==> config.mk <==
export PLATFORM = sky130hd
export DESIGN_NAME = combi_vector_sequencer
export DESIGN_NICKNAME = d
export VERILOG_FILES = /design/src/rtl/combi_seq_pkg.sv /design/src/rtl/combi_seq_vec_ram.sv /design/src/rtl/combi_vector_sequencer.sv
export SDC_FILE = /design/constraint.sdc
export NUM_CORES = 1
export LEC_CHECK = 0
export CORE_AREA = 2 2 112 114
export CTS_BUF_LIST = sky130_fd_sc_hd__clkbuf_4 sky130_fd_sc_hd__clkbuf_8
export DETAILED_ROUTE_END_ITERATION = 10
export DIE_AREA = 0 0 114 116
export HOLD_SLACK_MARGIN = 0.1
export PLACE_DENSITY = 0.78
export SLEW_MARGIN = 10
export SYNTH_ARGS = -nofsm -noshare
export SYNTH_HDL_FRONTEND = slang
export SYNTH_SLANG_ARGS = --single-unit
==> constraint.sdc <==
create_clock -name clk -period 3.05 [get_ports clk]
set_input_delay 0.61 -clock clk [delete_from_list [all_inputs] [get_ports clk]]
set_output_delay 0.61 -clock clk [all_outputs]
set_load 0.02 [all_outputs]
==> src/rtl/combi_seq_pkg.sv <==
// Shared types and widths for the combinational vector sequencer.
// Optional response log is enabled with SEQ_RESP_LOG_EN.
package combi_seq_pkg;

  typedef enum logic [1:0] {
    IDLE,
    APPLY,
    WAIT,
    DONE
  } seq_state_e;

  localparam int unsigned IN_W_DEF  = 4;
  localparam int unsigned OUT_W_DEF = 3;

  function automatic int unsigned idx_w(input int unsigned depth);
    return $clog2(depth);
  endfunction

  function automatic int unsigned cnt_w(input int unsigned depth);
    return $clog2(depth) + 1;
  endfunction

endpackage

==> src/rtl/combi_seq_vec_ram.sv <==
// Vector/expected-response table: one write port, one async read port.
// Contents are not reset; only entries written before a run are used.
module combi_seq_vec_ram #(
  parameter  int DEPTH = 16,
  parameter  int W     = 7,
  localparam int AW    = $clog2(DEPTH)
) (
  input  logic          clk,
  input  logic          we_i,
  input  logic [AW-1:0] waddr_i,
  input  logic [W-1:0]  wdata_i,
  input  logic [AW-1:0] raddr_i,
  output logic [W-1:0]  rdata_o
);

  logic [W-1:0] mem_q [DEPTH];

  // table write
  always_ff @(posedge clk) begin
    if (we_i) mem_q[waddr_i] <= wdata_i;
  end

  assign rdata_o = mem_q[raddr_i];

endmodule

==> src/rtl/combi_vector_sequencer.sv <==
// Applies table vectors to a combinational datapath and checks responses.
// Define SEQ_RESP_LOG_EN to keep a readable log of sampled responses.
module combi_vector_sequencer
  import combi_seq_pkg::*;
#(
  parameter  int DEPTH  = 16,
  parameter  int IN_W   = IN_W_DEF,
  parameter  int OUT_W  = OUT_W_DEF,
  parameter  int SETTLE = 1,
  localparam int AW     = idx_w(DEPTH),
  localparam int CW     = cnt_w(DEPTH),
  localparam int SW     = $clog2(SETTLE + 1)
) (
  input  logic             clk,
  input  logic             rst_n,
  input  logic             cfg_we,
  input  logic [AW-1:0]    cfg_addr,
  input  logic [IN_W-1:0]  cfg_vec,
  input  logic [OUT_W-1:0] cfg_exp,
  input  logic [CW-1:0]    cfg_len,
  input  logic             start,
  output logic [IN_W-1:0]  vec_o,
  input  logic [OUT_W-1:0] resp_i,
  output logic             busy,
  output logic             done,
  output logic [CW-1:0]    err_cnt,
  output logic             first_err_vld,
  output logic [AW-1:0]    first_err_idx,
  input  logic [AW-1:0]    rd_addr,
  output logic [OUT_W-1:0] rd_data
);

  seq_state_e state_q;
  logic [AW-1:0] idx_q;
  logic [AW-1:0] last_q;
  logic [SW-1:0] cnt_q;

  logic [CW-1:0] len_eff;
  logic [IN_W+OUT_W-1:0] rd_word;
  logic [IN_W-1:0] tbl_vec;
  logic [OUT_W-1:0] tbl_exp;
  logic sample;

  assign len_eff = (cfg_len > CW'(DEPTH)) ? CW'(DEPTH) : cfg_len;
  assign {tbl_vec, tbl_exp} = rd_word;
  assign sample = (state_q == WAIT) && (cnt_q == SW'(1));

  combi_seq_vec_ram #(
    .DEPTH (DEPTH),
    .W     (IN_W + OUT_W)
  ) u_ram (
    .clk     (clk),
    .we_i    (cfg_we & ~busy),
    .waddr_i (cfg_addr),
    .wdata_i ({cfg_vec, cfg_exp}),
    .raddr_i (idx_q),
    .rdata_o (rd_word)
  );

  // sequencer FSM with registered outputs
  always_ff @(posedge clk or negedge rst_n) begin
    if (!rst_n) begin
      state_q       <= IDLE;
      idx_q         <= '0;
      last_q        <= '0;
      cnt_q         <= '0;
      vec_o         <= '0;
      busy          <= 1'b0;
      done          <= 1'b0;
      err_cnt       <= '0;
      first_err_vld <= 1'b0;
      first_err_idx <= '0;
    end else begin
      done <= 1'b0;
      unique case (state_q)
        IDLE: begin
          if (start) begin
            err_cnt       <= '0;
            first_err_vld <= 1'b0;
            first_err_idx <= '0;
            idx_q         <= '0;
            if (len_eff == '0) begin
              done    <= 1'b1;
              state_q <= DONE;
            end else begin
              last_q  <= AW'(len_eff - CW'(1));
              busy    <= 1'b1;
              state_q <= APPLY;
            end
          end
        end
        APPLY: begin
          vec_o   <= tbl_vec;
          cnt_q   <= SW'(SETTLE);
          state_q <= WAIT;
        end
        WAIT: begin
          cnt_q <= cnt_q - SW'(1);
          if (sample) begin
            if (resp_i != tbl_exp) begin
              err_cnt <= err_cnt + CW'(1);
              if (!first_err_vld) begin
                first_err_vld <= 1'b1;
                first_err_idx <= idx_q;
              end
            end
            if (idx_q == last_q) begin
              busy    <= 1'b0;
              done    <= 1'b1;
              state_q <= DONE;
            end else begin
              idx_q   <= idx_q + AW'(1);
              state_q <= APPLY;
            end
          end
        end
        DONE: state_q <= IDLE;
        default: state_q <= IDLE;
      endcase
    end
  end

`ifdef SEQ_RESP_LOG_EN
  logic [OUT_W-1:0] log_q [DEPTH];

  // capture each sampled response at its vector index
  always_ff @(posedge clk or negedge rst_n) begin
    if (!rst_n) begin
      for (int i = 0; i < DEPTH; i++) log_q[i] <= '0;
    end else if (sample) begin
      log_q[idx_q] <= resp_i;
    end
  end

  assign rd_data = log_q[rd_addr];
`else
  logic unused_rd_addr;
  assign unused_rd_addr = ^rd_addr;
  assign rd_data = '0;
`endif

endmodule

**Yosys cells after proc, flatten, opt, wreduce, memory -nomap -nowiden**

Memory sizes are Yosys's and may differ from the RTL's.
Index checks and enable logic that the tools add are counted.

- Memories: 1
- Bits in writable memories: 112
- Register bits: 27

Memories:

| name | depth | bits a word | rd ports | clocked after memory_dff | wr ports | line | source |
|---|---|---|---|---|---|---|---|
| u_ram.mem_q | 16 | 7 | 1 | 0 | 1 | combi_seq_vec_ram.sv:16 | `logic [W-1:0] mem_q [DEPTH];` |

- Equal/unequal tests: 12
- Bitwise operators: 3
- Reductions and logical operators: 11
- $lt $le $gt $ge: 1
- Add/sub/neg operators: 4
- Multiplexer cells: 35

Operators by type and width:

| kind | number |
|---|---|
| 4-bit two-way mux | 6 |
| 5-bit two-way mux | 4 |
| 4-bit one-hot mux with 2 select lines | 2 |
| 1-bit two-way mux | 13 |
| 2-bit inequality test, second input constant | 5 |
| 5-bit one-hot mux with 2 select lines | 1 |
| 5-bit AND reduction | 2 |
| 2-bit two-way mux | 4 |
| 1-bit one-hot mux with 2 select lines | 4 |
| 2-bit one-hot mux with 4 select lines | 1 |
| 4-bit AND reduction | 2 |
| 5-bit by 1-bit adder with 5-bit output, second input constant | 1 |
| 5-bit greater-than comparator, second input constant | 1 |
| 5-bit zero test | 1 |
| 4-bit by 1-bit adder with 4-bit output, second input constant | 1 |
| 2-bit == test, second input constant | 2 |
| 4-bit == test | 1 |
| 2-bit by 1-bit inequality test with 1-bit output, second input constant | 2 |
| 2-bit nonzero test | 2 |
| 4-bit by 1-bit subtractor with 4-bit output, second input constant | 1 |
| 3-bit inequality test | 1 |
| 3-bit AND reduction | 1 |
| 2-bit by 1-bit == test with 1-bit output, second input constant | 1 |
| 2-bit zero test | 1 |
| other kinds (5) | 6 |

**Logic depth before layout (Yosys ltp)**

- Depth after elaboration: 6
- Depth in mapped cells: 10
- Gate-level depth less buffers: 9

**Modules after synthesis**

From an unflattened synthesis, not the netlist that was laid out.

- Cell total of the unflattened synthesis: 361
- Area total of the unflattened synthesis: 6045.8 µm²

By module, submodules not included:

| module | area each (µm²) | instances | cells each |
|---|---|---|---|
| combi_seq_vec_ram | 4390.5 | 1 | 196 |
| combi_vector_sequencer | 1655.3 | 1 | 165 |

**Least setup slack after synthesis**

No wires, ideal clock.

- Kind: register to register
- From: register idx_q[3]
- To: register err_cnt[0]
- Setup slack: 443 ps
- Cell stages (with the launch flop): 9
- Required time: 2925 ps
- Path buffers: 1
- Clock period less this slack: 2607 ps
- Data arrival time: 2482 ps
- Path through: dfrtp_1 > clkbuf_1 > mux4_2 > mux4_2 > xor2_1 > nor2_4 > nand4_4 > and2b_4 > mux2_4

- Longest elaborated chain between the ends: 4

RTL lines:

| element | line | source |
|---|---|---|
| from (decl) | combi_vector_sequencer.sv:34 | `logic [AW-1:0] idx_q;` |
| from (signal assigned) | combi_vector_sequencer.sv:112 | `idx_q <= idx_q + AW'(1);` |
| memory 16 x 7 bit | - |  |
| 3-bit inequality test | combi_vector_sequencer.sv:100 | `if (resp_i != tbl_exp) begin` |
| 2-bit by 1-bit inequality test with 1-bit output (no source line) | - |  |
| 4-bit AND reduction (no source line) | - |  |
| to (signal assigned) | combi_vector_sequencer.sv:101 | `err_cnt <= err_cnt + CW'(1);` |
| to (decl) | combi_vector_sequencer.sv:26 | `output logic [CW-1:0] err_cnt,` |

Every way passes these cells.
A chain may end at the register's enable or synchronous reset.

**Worst setup path in the final report**

- From: register idx_q[1]
- To: register first_err_vld

- Longest elaborated chain between the ends: 4

RTL lines:

| element | line | source |
|---|---|---|
| memory 16 x 7 bit | - |  |
| 3-bit inequality test | combi_vector_sequencer.sv:100 |  |
| 2-bit by 1-bit inequality test with 1-bit output (no source line) | - |  |
| 4-bit AND reduction (no source line) | - |  |
| to (signal assigned) | combi_vector_sequencer.sv:71 | `first_err_vld <= 1'b0;` |
| to (signal assigned) | combi_vector_sequencer.sv:79 | `first_err_vld <= 1'b0;` |
| to (signal assigned) | combi_vector_sequencer.sv:103 | `first_err_vld <= 1'b1;` |
| to (decl) | combi_vector_sequencer.sv:27 | `output logic first_err_vld,` |

Every way passes these cells.

==> flow_summary.json <==
{
  "status": "completed",
  "leakagePower_nw": 2.36,
  "netlist_instances": 341,
  "ant_nets": 0,
  "seq_area_frac_synth": 0.690,
  "htreeDepth": 4,
  "io_buffers": 38,
  "drt_iter0_drc": 267,
  "fillCellCount": 903,
  "drc_errors": 0,
  "async_flop_share": 0.194,
  "grt_max_degree": 28,
  "cts_sinks": 139,
  "tightest_slew_ps": 707,
  "clk-insertion-delay-late_ps": 450,
  "finalHoldViolations": 0,
  "finalSetupViolCount": 0,
  "fin_crit_sh": 0.912,
  "setup_tns_ps": 0,
  "routedWlPerCell_um": 19.7,
  "via_per_inst": 5.71,
  "dr_total_vias": 3247,
  "grt_pass1_vias": 3327,
  "ys_seq_elements": 139,
  "start_util": 0.491,
  "required_ps": 3380,
  "grt_overflow_total": 0,
  "post_cts_resized": 0,
  "rr_startpoint": "idx_q[1]",
  "ys_types": 46,
  "critPathKind": "register to register",
  "die_h_um": 116,
  "syn_to_final_growth_pct": 18.6,
  "grt_first_pass_wirelength_um": 17800,
  "crit_start": "idx_q[1]",
  "gp_congestion": 0.821,
  "post_cts_buffers": 0,
  "cp-end-kind": "register",
  "slew_headroom": 0.527,
  "diodes": 0,
  "max_freq_mhz": 359,
  "root_buffer": "clkbuf_8",
  "min_from": "first_err_idx[1]",
  "grt_setup_unrepaired": "no",
  "syn_area_um2": 5850,
  "grt_antenna_before_repair": 0,
  "ys.flop_type": "edfxtp_1",
  "skew_ps": 10.5,
  "min_period_ps": 2780,
  "synth_edf_count": 112,
  "track_usage": 0.185,
  "cts.clk_slew.worst_paths_ps": 80,
  "cts_buffers": 17,
  "drv_cap": 0,
  "cts_tree": "built",
  "drive_above_1_share": 0.218,
  "nets": 444,
  "report.final.slew_viol_count": 0,
  "min_path_type": "register to register",
  "crit_arrival_ps": 3110,
  "synth_area_per_cell_um2": 17.2,
  "die_area_um2": 13200,
  "ios": 46,
  "path_max_fanout": 9,
  "max-vdd-ir-drop_mv": 0.373,
  "crit_path_start_kind": "register",
  "p_per_area_nw_per_um2": 733,
  "die_w_um": 114,
  "core_area_um2": 11900,
  "wirelength_um": 11200,
  "cts_buffer_depth": 2,
  "utilization": 0.582,
  "dp_hpwl_um": 7550,
  "ctsHoldBuffers": 0,
  "dr.pass1.iters": 5,
  "num_rows": 40,
  "ys_warn_count": 0
}
==> layout by cell type, fill, tap and decap left out, types with 4 or more instances in the layout <==
master,instances
xor2_1,7
ha_1,7
mux4_2,29
clkinv_1,4
dfrtp_1,27
buf_4,24
nand2b_1,4
edfxtp_1,112
nor3_1,8
clkbuf_8,17
nor2_1,25
nor2b_1,5
mux2_2,5
inv_1,9
clkdlybuf4s50_1,38
a21oi_1,6
mux2i_1,7
o21ai_0,4
a32o_1,4
nand2_1,17
nand3_1,8
==> report_power, final <==
| group | internal, W | switching (W) |
|---|---|---|
| sequential | 0.00216 | 0.000114 |
| clock | 0.000816 | 0.000675 |
| combinational | 0.000664 | 0.000654 |
| total | 0.00364 | 0.00144 |
==> through the flow <==
step / setup slack [ps] / cell area (µm²) / cells / hold WS [ps] / total power, W
2_1_floorplan: 443 / 5860 / 343 / 314 / 0.00326
3_3_place_gp: 298 / 6540 / 538 / 487 / 0.00361
3_5_place_dp: 263 / 6540 / 538 / 490 / 0.00364
4_1_cts: 240 / 6940 / 569 / 507 / 0.00513
5_1_grt: 139 / 6940 / 569 / 522 / 0.00533
6_report: 268 / 6940 / 569 / 507 / 0.00509
==> cell families after synthesis <==
group,Yosys count,share of synthesized area
muxes,45,0.147
buffers and inverters,24,0.0199
DFF,139,0.690
adders and majority gates,7,0.0150
xor gates and xnor gates,10,0.0150
and+or+nand+nor,88,0.0796
other,1,0.000641
AOI/OAI and AO/OA,27,0.0323
==> path summary, 6_finish.rpt <==
path	endpoint	slack, ps	depth (start not counted)
setup / recovery	first_err_vld	270	8
hold / removal	first_err_idx[1]	510	1
setup reg to reg	first_err_vld	270	8
hold reg to reg	first_err_idx[1]	510	1
max in group asynchronous	idx_q[3]	2240	2
min in group asynchronous	err_cnt[1]	550	2
==> cell type report <==
| cell class | count | area, µm² | share of cell area |
|---|---|---|---|
| clock buffer | 19 | 249 | 0.0359 |
| clock inverter | 12 | 148 | 0.0213 |
| inverter | 9 | 33.8 | 0.00487 |
| multi-input combinational | 180 | 1700 | 0.245 |
| sequential | 139 | 4040 | 0.582 |
| tap | 147 | 184 | 0.0265 |
| timing repair buffer | 63 | 581 | 0.0837 |
==> state kept, by name, indices dropped and copies added, names as in the netlist <==
register       flops
first_err_vld      1
busy               1
idx_q              4
vec_o              4
err_cnt            5
last_q             4
u_ram.mem_q      112
state_q            2
first_err_idx      4
done               1
cnt_q              1
==> routing by layer <==
layer  share of wire  track usage  routed length (µm)  vias up
met5               0            0                   0        -
met4           0.015       0.0821                 170        0
met3           0.054       0.0439                 602       15
met2            0.51        0.305                5700      115
met1            0.42        0.237                4750     1646
li1                -            -                   -     1471
==> worst max-delay path, stage by stage (launching register included) <==
cell,delay [ps]
dfrtp_1,520
buf_4,200
mux4_2,520
and2_1,190
or3_1,360
nand3_1,140
nand4_4,180
and2b_4,250
mux2_4,290
==> cells in the mapped netlist, drive strengths merged, types with 3 or more instances <==
cell type  instances  area (µm²)
edfxtp           112        3360
mux4              31         706
dfrtp             27         676
nor2              26         105
nand2             17        63.8
buf                9        60.1
inv                9        33.8
nand3              8        40.0
nor3               8        40.0
ha                 7        87.6
mux2               7        86.3
mux2i              7        70.1
xor2               7        61.3
a21oi              6        30.0
clkbuf             6        22.5
nor2b              5        31.3
o21ai              5        25.0
a32o               4        40.0
nand2b             4        25.0
and2               3        18.8
nand4              3        33.8
nor4               3        18.8
o211ai             3        22.5
xnor2              3        26.3
(Power assumes the default switching activity.)
==> RTL edit 1 (same settings) <==
Encoding of `seq_state_e`: now one-hot (4 bits for 4 states).
--- a/src/rtl/combi_seq_pkg.sv
+++ b/src/rtl/combi_seq_pkg.sv
@@ -3,9 +3,9 @@
 package combi_seq_pkg;
 
-  typedef enum logic [1:0] {
-    IDLE,
-    APPLY,
-    WAIT,
-    DONE
+  typedef enum logic [3:0] {
+    IDLE  = 4'b0001,
+    APPLY = 4'b0010,
+    WAIT  = 4'b0100,
+    DONE  = 4'b1000
   } seq_state_e;
 
Behaviour: same outputs for any inputs over 10 cycles, from zero or initial values and one cycle with rst_n low; not proved beyond that.
==> RTL edit 1 against the original RTL <==
  * Setup slack gained 0.030 ns
  * Highest routed layer unchanged
  * Routed wire length shrank 0.16%
  * Total power shrank 7.6%
  * Critical path type unchanged
  * Synthesized area grew 1.4%
  * Sequential cell count grew 2
  * Final area grew 1.0%
  * Clock skew grew 0.0043 ns
==> RTL edit 1: results (changes against the original RTL) <==
set qor(cp_startpoint) {idx_q[0]$_DFFE_PN0P_}
set qor(cp_max_fanout) 27 ;# +18
set qor(met2WireLength_um) 5614 ;# -1.6%
set qor(synthMuxAreaShare_pct) 13.35 ;# -1.4 points
set qor(slowest_delay_ns) 0.60 ;# +0.08 ns
set qor(synth.top_cells.by_count) {112 x edfxtp_1, 28 x dfrtp_1, 25 x mux4_2, 25 x nand2_1, 21 x nor2_1}
set qor(synth_xor_xnor_area_share_pct) 1.623 ;# +0.13 points
set qor(yosys.cell_types.count) 51 ;# +11%
set qor(placedCellCount) 539 ;# +0.19%
set qor(first_pass_grt_wire_length_um) 17740 ;# -0.31%
set qor(num-nets-final) 441 ;# -0.68%
set qor(grt.met3_usage_pct) 4.289 ;# -0.10 points
set qor(postRouteWirelength_um) 11210 ;# -0.16%
set qor(worst_skew_pair.late_latency_ns) 0.43 ;# -0.02 ns
set qor(yosys.area_share.adder_pct) 0.6325 ;# -0.86 points
set qor(grt_pass1_vias) 3214 ;# -3.4%
set qor(vdd_ir_drop_max_mv) 0.3673 ;# -1.5%
set qor(drive_above_1_share_pct) 22.41 ;# +0.60 points
set qor(synthFlopType) {edfxtp_1}
set qor(rr_worst_depth) 7 ;# -1
set qor(num-fill-cells) 873 ;# -3.3%
set qor(run_status) {finished clean}
set qor(fmax_mhz) 363.3 ;# +1.1%
set qor(drtPass1Iterations) 4 ;# -1
set qor(seq_area_frac_synth_pct) 68.92 ;# -0.11 points
set qor(pre_cts_ws_ns) 0.2984 ;# +0.03534 ns
set qor(slowest_stage) {a2111oi_4}
set qor(synthArstFlopShare_pct) 20.57 ;# +1.1 points
set qor(power_leakage_nw) 2.372 ;# +0.32%
set qor(vias) 3280 ;# +1.0%
set qor(min_path_cells) 2 ;# +1
set qor(gpl.final_weighted_congestion) 0.7957 ;# -3.0%
set qor(timing.clock.skew_ns) 0.01481 ;# +0.004304 ns
set qor(grt_use_met2_pct) 30.95 ;# +0.44 points
set qor(hold_start) {vec_o[1]$_DFFE_PN0P_}
set qor(synth_compound_area_share_pct) 5.292 ;# +2.1 points
set qor(vias_per_cell) 5.744 ;# +0.66%
set qor(grt_max_degree) 30 ;# +7.1%
set qor(hold_end) {vec_o[1]$_DFFE_PN0P_}
set qor(globalRouteMet1Util_pct) 23.93 ;# +0.25 points
-- RTL edit 1: area by class of cell --
type / instances / share of cell area (%)
flip-flops and latches: 141 / 58.39
inverters: 3 / 0.1607
clock buffers: 17 / 3.339
clock inverters: 15 / 2.821
repair buffers: 61 / 8.071
well taps: 147 / 2.625
multi-input cells: 187 / 24.59
-- RTL edit 1: worst max-delay path, delay by kind of cell, from the launching register on --
| kind | cells | cell delay [ns] |
|---|---|---|
| flops | 1 | 0.58 |
| compound gates | 3 | 0.94 |
| buf+inv | 1 | 0.47 |
| simple gates | 3 | 0.62 |
-- RTL edit 1: metrics by stage --
stage / instance area, µm² / hold WS (ns)
final: 7007 / 0.5069
after global routing: 7007 / 0.5220
after CTS: 7007 / 0.5121
after detailed placement: 6575 / 0.4925
after global placement: 6575 / 0.4870
after floorplan: 5942 / 0.3144
-- RTL edit 1: power breakdown --
group	total (mW)	switching [mW]	internal, mW
Sequential	2.32	0.126	2.20
Combinational	0.796	0.400	0.396
Clock	1.58	0.800	0.780
==> RTL edit 2 (same flow settings) <==
Made on the original files. The package constant `IN_W_DEF` goes from 4 to 3.
--- a/src/rtl/combi_seq_pkg.sv
+++ b/src/rtl/combi_seq_pkg.sv
@@ -10,5 +10,5 @@
   } seq_state_e;
 
-  localparam int unsigned IN_W_DEF  = 4;
+  localparam int unsigned IN_W_DEF  = 3;
   localparam int unsigned OUT_W_DEF = 3;
 
Interface: changed (resized cfg_vec and vec_o); port bits go from 46 to 44. No check against the original RTL was run, so the function may have changed too.
==> RTL edit 2 against the original RTL <==
  * Sequential cell count is 17 lower
  * Maximum frequency is 6.5% higher
  * Synthesized area shrank 10%
  * Die area unchanged
  * Routed wire length shrank 7.8%
  * Core utilization fell by 5.8 points
  * Combinational power shrank 3%
  * Non-clock buffer count decreased by 10
  * Total power shrank 4.2%
  * Final area down 9.9%
  * Setup slack improved by 0.17 ns
  * First-iteration DRC count grew 34%
==> RTL edit 2: results (changes against the original RTL) <==
set qor(first_iter_violations) 358 ;# +34%
set qor(synth_top_area_share_pct) 54.77 ;# -2.7 points
set qor(synthesis.area_per_instance_um2) 15.26 ;# -11%
set qor(yosys.cell_types.count) 45 ;# -2.2%
set qor(vias) 3111 ;# -4.2%
set qor(power_leakage_nw) 2.134 ;# -9.7%
set qor(run_status) {finished clean}
set qor(grt_use_met2_pct) 27.78 ;# -2.7 points
set qor(timing.max_slew.rel_slack_pct) 29.34 ;# -23 points
set qor(power_share_of_the_clock_group_pct) 31.4 ;# +2.1 points
set qor(setup_slack_ns) 0.4367 ;# +0.1687 ns
set qor(worst_skew_pair.late_latency_ns) 0.42 ;# -0.03 ns
set qor(biggestRegsByFlops) {u_ram.mem_q: 96 flops, err_cnt: 5 flops}
set qor(fin_total_pwr_mw) 4.871 ;# -4.2%
set qor(vdd_ir_drop_max_mv) 0.4216 ;# +13%
set qor(globalRouteTotalUtil_pct) 16.68 ;# -1.8 points
set qor(slowest_delay_ns) 0.64 ;# +0.12 ns
set qor(drive_above_1_share_pct) 16.87 ;# -4.9 points
set qor(pwr-share-comb_pct) 26.2 ;# +0.3 points
set qor(vias_per_cell) 5.536 ;# -3.0%
set qor(rr_worst_depth) 7 ;# -1
set qor(pre_cts_ws_ns) 0.4519 ;# +0.1889 ns
set qor(gpl.final_weighted_congestion) 0.7919 ;# -3.5%
set qor(synth.top_cells.by_count) {96 x edfxtp_1, 28 x mux2i_1, 26 x dfrtp_1, 26 x nor2_1, 23 x nand2_1}
set qor(globalRouteMet1Util_pct) 21.25 ;# -2.4 points
set qor(hold_end) {vec_o[0]$_DFFE_PN0P_}
set qor(synthTopCellsByArea) {edfxtp_1 55%, dfrtp_1 12%, mux4_2 6.0%}
set qor(holdWs_ns) 0.5149 ;# +0.008026 ns
set qor(postRouteWirelength_um) 10350 ;# -7.8%
set qor(met2WireLength_um) 5194 ;# -8.9%
set qor(first_pass_grt_wire_length_um) 16440 ;# -7.6%
set qor(dpl.hpwl_um) 6915 ;# -8.5%
set qor(placedCellCount) 530 ;# -1.5%
set qor(portBuffers) 36 ;# -5.3%
set qor(grt.met3_usage_pct) 4.341 ;# -0.052 points
set qor(synth-edff-count) 96 ;# -14%
set qor(hold_start) {vec_o[0]$_DFFE_PN0P_}
set qor(timing.clock.skew_ns) 0.008407 ;# -0.002101 ns
set qor(seq_area_frac_synth_pct) 67.13 ;# -1.9 points
set qor(grt_max_degree) 27 ;# -3.6%
set qor(wl_met3_um) 670 ;# +11%
==> RTL edit 2: critical path: cells and delay by family, from the launching register on <==
kind / cells / cell delay [ns]
and+or+nand+nor: 2 / 0.50
xor gates and xnor gates: 1 / 0.24
DFF: 1 / 0.64
AOI/OAI and AO/OA: 1 / 0.22
muxes: 3 / 0.90
==> RTL edit 2: cell families (layout without fill, tap and decap cells) <==
family	after synthesis	in the layout	share of synthesized area, %
flops	122	122	67.13
simple gates	82	82	7.250
mux	47	47	12.95
fa+ha+maj	7	7	1.664
compound gates	48	48	6.252
buf+inv	29	97	3.185
xor+xnor	9	9	1.498
other cells	1	3	0.07124
==> RTL edit 2: area by class of cell <==
class	instances	area (µm²)
flip-flops and latches	122	3533
inverters	12	45.04
clock inverters	14	186.4
fillers	994	5663
repair buffers	53	488.0
multi-input cells	196	1570
well taps	147	183.9
clock buffers	18	241.5
